`config.mk`:
```
export PLATFORM = sky130hd
export DESIGN_NAME = shift_right_seq
export DESIGN_NICKNAME = d
export VERILOG_FILES = /design/src/rtl/shift_right_seq.sv
export SDC_FILE = /design/constraint.sdc
export NUM_CORES = 1
export LEC_CHECK = 0
export CAP_MARGIN = 20
export CELL_PAD_IN_SITES_DETAIL_PLACEMENT = 0
export CELL_PAD_IN_SITES_GLOBAL_PLACEMENT = 2
export CORE_MARGIN = 4
export CORE_UTILIZATION = 32
export DETAILED_ROUTE_END_ITERATION = 7
export GPL_TIMING_DRIVEN = 0
export PLACE_DENSITY = 0.87
export RECOVER_POWER = 100
export SYNTH_ARGS = -nofsm -noshare
export SYNTH_HDL_FRONTEND = slang
export SYNTH_SLANG_ARGS = --single-unit
```
`constraint.sdc`:
```
create_clock -name Clk -period 4.5 [get_ports Clk]
set_clock_uncertainty 0.2 [all_clocks]
set_input_delay 1.35 -clock Clk [delete_from_list [all_inputs] [get_ports Clk]]
set_output_delay 1.35 -clock Clk [all_outputs]
set_load 0.02 [all_outputs]
```
`src/rtl/shift_right_seq.sv`:
```
// Multi-cycle right shifter (logical/arithmetic): shifts at most STEP bits
// per cycle and reports completion with a one-cycle done pulse.
module shift_right_seq #(
  parameter int WIDTH   = 32,
  parameter int SHAMT_W = 5,
  parameter int STEP    = 4
) (
  input  logic               Clk,
  input  logic               Reset,
  input  logic               start,
  input  logic               arith,
  input  logic [SHAMT_W-1:0] shamt,
  input  logic [WIDTH-1:0]   in,
  output logic               ready,
  output logic               busy,
  output logic               done,
  output logic [WIDTH-1:0]   out
);

  typedef enum logic [1:0] {IDLE, SHIFT, DONE} state_t;

  // STEP may equal WIDTH, so it needs one bit more than a shift amount.
  localparam logic [SHAMT_W:0] STEP_C = (SHAMT_W+1)'(STEP);

  state_t             state, state_nxt;
  logic [WIDTH-1:0]   acc, acc_shr;
  logic [SHAMT_W-1:0] rem, rem_nxt;
  logic               fill;
  logic [SHAMT_W:0]   rem_x, k;
  logic [2*WIDTH-1:0] ext;

  always_comb begin
    rem_x   = {1'b0, rem};
    k       = (rem_x < STEP_C) ? rem_x : STEP_C;
    rem_nxt = rem - k[SHAMT_W-1:0];
    // Shifting the fill word in from above replicates the captured sign.
    ext     = {{WIDTH{fill}}, acc} >> k;
    acc_shr = ext[WIDTH-1:0];
  end

  always_comb begin
    state_nxt = state;
    case (state)
      IDLE:    if (start) state_nxt = (shamt != '0) ? SHIFT : DONE;
      SHIFT:   if (rem_nxt == '0) state_nxt = DONE;
      DONE:    state_nxt = IDLE;
      default: state_nxt = IDLE;
    endcase
  end

  assign ready = (state == IDLE);
  assign busy  = (state == SHIFT) || (state == DONE);
  assign done  = (state == DONE);

  // out is loaded on entry to DONE so it is already valid during the pulse.
  always_ff @(posedge Clk) begin
    if (Reset) begin
      state <= IDLE;
      acc   <= '0;
      rem   <= '0;
      fill  <= 1'b0;
      out   <= '0;
    end else begin
      state <= state_nxt;
      case (state)
        IDLE: if (start) begin
          acc  <= in;
          rem  <= shamt;
          fill <= arith & in[WIDTH-1];
          if (shamt == '0) out <= in;
        end
        SHIFT: begin
          acc <= acc_shr;
          rem <= rem_nxt;
          if (rem_nxt == '0) out <= acc_shr;
        end
        default: ;
      endcase
    end
  end

endmodule
```
==> reports/results.ini <==
[status]
outcome=finished, final reports clean

[worst_setup_path]
startpoint_type=flip-flop
reg2reg_slack_ns=0.54
crit_type=reg -> reg
worst_setup_path_end_kind=flip-flop
cp_top_family=buffers and inverters
path_max_fanout=19
regToRegEndpoint=out[1]$_SDFFE_PP0P_
worstPathRequired_ns=4.50
r2r_cells=12
arrival_ns=3.96
worstPathCellList=clkbuf_1 -> buf_2 -> buf_2 -> nand2_1 -> ha_1 -> or3_1 -> o211ai_1 -> o2111ai_1 -> clkbuf_1 -> buf_2 -> o21ai_0 -> o41ai_2
regToRegStartpoint=rem[1]$_SDFFE_PP0P_
crit_top_cell=buf_2
crit_buf_inv=5
worst_path_largest_cell_delay_ns=0.39
cp_slowest_cell=clkbuf_1

[clocking]
clk_pin_slew_ns=0.06
cts_tree=yes
cts_buffers=9
clock_latency_ns=0.34
cts_resized=0
root_buffer=clkbuf_16
clock_sinks=72
htree_levels=3
cts_hold_buf=0
post_cts_buffers=0
clock_path_buffers=2

[global_routing]
grt_pass1_wl_microns=25300
overflow=0
antenna_found_initial=0
grt_pass1_vias=4706
track_usage_pct=19.5
grt_start_max_net_pins=13

[synth]
synthArstFlopShare_pct=0
yosysWarnings=0
synth_top_area_share_pct=31.1
yosys.area.top_type=dfxtp_1
avgSynthCellArea_sq_um=8.02
synth.distinct_cells=52
syn_area_sq_mm=0.00463
synth_edf_count=0
yosys_register_bits=72
syn_inst=578
synth_fp_nets=623
yosys-top-cells-area=dfxtp_1, a21oi_1, mux2i_1
synth_ff_type=dfxtp_1
ys_seq_area_share_pct=31.1

[routing]
dr.pass1.iters=5
num_vias=4675
drtAntennaViolNets=0
wl_per_cell_microns=18.4
via_per_inst=5.51
drc=0
routed_wl_microns=15600
drt_iter0_markers=467

[sta]
finalMaxSlewViolations=0
final.setup.worst_slack_ns=0.542
setup_tns_ns=0
rsz0062_at_grt=no
fmax_ghz=0.253
hold_viol=0
slew-limit-headroom_pct=19.3
max_slew.worst_pin.slew_ns=1.20
final.min_clock_period_ns=3.96
fin_crit_sh_pct=88.0
setup_viol=0

[floorplanning]
die_height_microns=128
start_util_pct=33.0
die_w_microns=128
num_rows=43
coreArea_sq_mm=0.0140
num_io_pins=76
die_area_sq_mm=0.0165

[power]
power.switching_uw=1640
p_comb_share_pct=53.3
clockPowerShare_pct=19.6
leakage_uw=0.00210
p_int_uw=1970
swShare_pct=45.4
seq_power_share_pct=27.0
peakVddDrop_v=0.000257
cellPowerDensity_mw_per_mm2=613

[cells_and_area]
area_delta_synth_final_pct=27.1
drive_above_1_share_pct=9.28
final_common_cell=dfxtp_1
antennaDiodeCount=0
finalNetCount=708
fillers=1487
final_cell_mix=dfxtp_1, a21oi_1, nor2_1, o21ai_0, clkbuf_1

[placement]
io_buffer_count=75
dpl.hpwl_microns=11800
gp_congestion=0.905
dp_slack_ns=0.424

[hold_path]
worstHoldPathCells=2
worstHoldPathType=reg -> reg
hold_start=out[30]$_SDFFE_PP0P_
min_to=out[30]$_SDFFE_PP0P_

[job]
maxCapViolCount=0

## how the worst max path moves through the flow
stage	start	endpoint	cells after the start
after global routing	rem[1]$_SDFFE_PP0P_	out[26]$_SDFFE_PP0P_	12
after global placement	rem[1]$_SDFFE_PP0P_	out[25]$_SDFFE_PP0P_	13
after floorplan	rem[1]$_SDFFE_PP0P_	out[27]$_SDFFE_PP0P_	12
after detailed placement	rem[1]$_SDFFE_PP0P_	out[1]$_SDFFE_PP0P_	13
final	rem[1]$_SDFFE_PP0P_	out[1]$_SDFFE_PP0P_	12
after CTS	rem[1]$_SDFFE_PP0P_	out[1]$_SDFFE_PP0P_	13
## logic make-up (layout without fill, tap and decap cells)
kind of cell	after synthesis	in the layout	synth area share, %
xor gates and xnor gates	1	1	0.189
DFF	72	72	31.1
and+or+nand+nor	166	166	18.1
other	1	1	0.0809
adders and majority gates	4	4	1.08
muxes	54	54	12.2
buffers and inverters	67	157	7.07
AOI/OAI and AO/OA	213	213	30.2
## registers in the layout (all words and copies together), names as in the netlist
register,cells
acc,32
fill,1
out,32
rem,5
state,2
## cell usage after synthesis (2+ instances only)
master    number
dfxtp_1       72
a21oi_1       69
nor2_1        69
o21ai_0       41
clkbuf_1      36
a211oi_1      34
mux2i_1       33
nand2b_1      24
or3_1         24
nand2_1       23
mux2_2        21
o22a_1        18
o21ai_1       17
nor2b_1        9
buf_2          8
inv_1          8
buf_1          7
nor3_1         5
o32ai_1        5
a211o_1        4
buf_6          4
ha_1           4
o211ai_1       4
o41ai_2        4
buf_12         2
nor4_1         2
o21a_1         2
o221ai_1       2
o311ai_0       2
o41ai_1        2
or2_1          2
## per-layer routing
metal | GRT usage (%) | routed length, microns
met1 | 27.2 | 7620
met2 | 30.7 | 7100
met3 | 2.95 | 600
met4 | 6.62 | 280
met5 | 0 | 0
## area by class of cell
type / instances / area (sq um) / share of cell area (%)
plain buffers: 57 / 290 / 4.93
inverters: 9 / 33.8 / 0.573
repair buffers: 75 / 751 / 12.7
flip-flops and latches: 72 / 1440 / 24.5
clock buffers: 11 / 233 / 3.95
clock inverters: 5 / 57.6 / 0.977
multi-input cells: 439 / 2860 / 48.5
well taps: 180 / 225 / 3.82
## through the flow
step                hold slack (ns)  total power (uW)  instances  utilization (%)  cell area [sq um]
finish                        0.272              3610        848             41.9               5890
global route                  0.294              3880        848             41.9               5890
CTS                           0.280              3650        849             42.0               5900
detailed placement            0.270              2930        833             40.0               5610
global placement              0.267              2910        833             40.0               5610
floorplan                     0.248              2280        578                -               4630
## tightest hold or removal path: cells and delay by family (launching register included)
kind / cells / cell delay (ns)
flip-flops: 1 / 0.30
AO/OA/AOI/OAI: 2 / 0.12
## power by group through the flow
stage / Combinational, uW / Sequential (uW) / Clock, uW
floorplan: 1280 / 1000 / 0
global placement: 1930 / 983 / 0
detailed placement: 1940 / 987 / 0
CTS: 1950 / 974 / 722
global route: 2130 / 1000 / 749
finish: 1930 / 977 / 708
No activity file was read; power rests on OpenSTA's default activity.
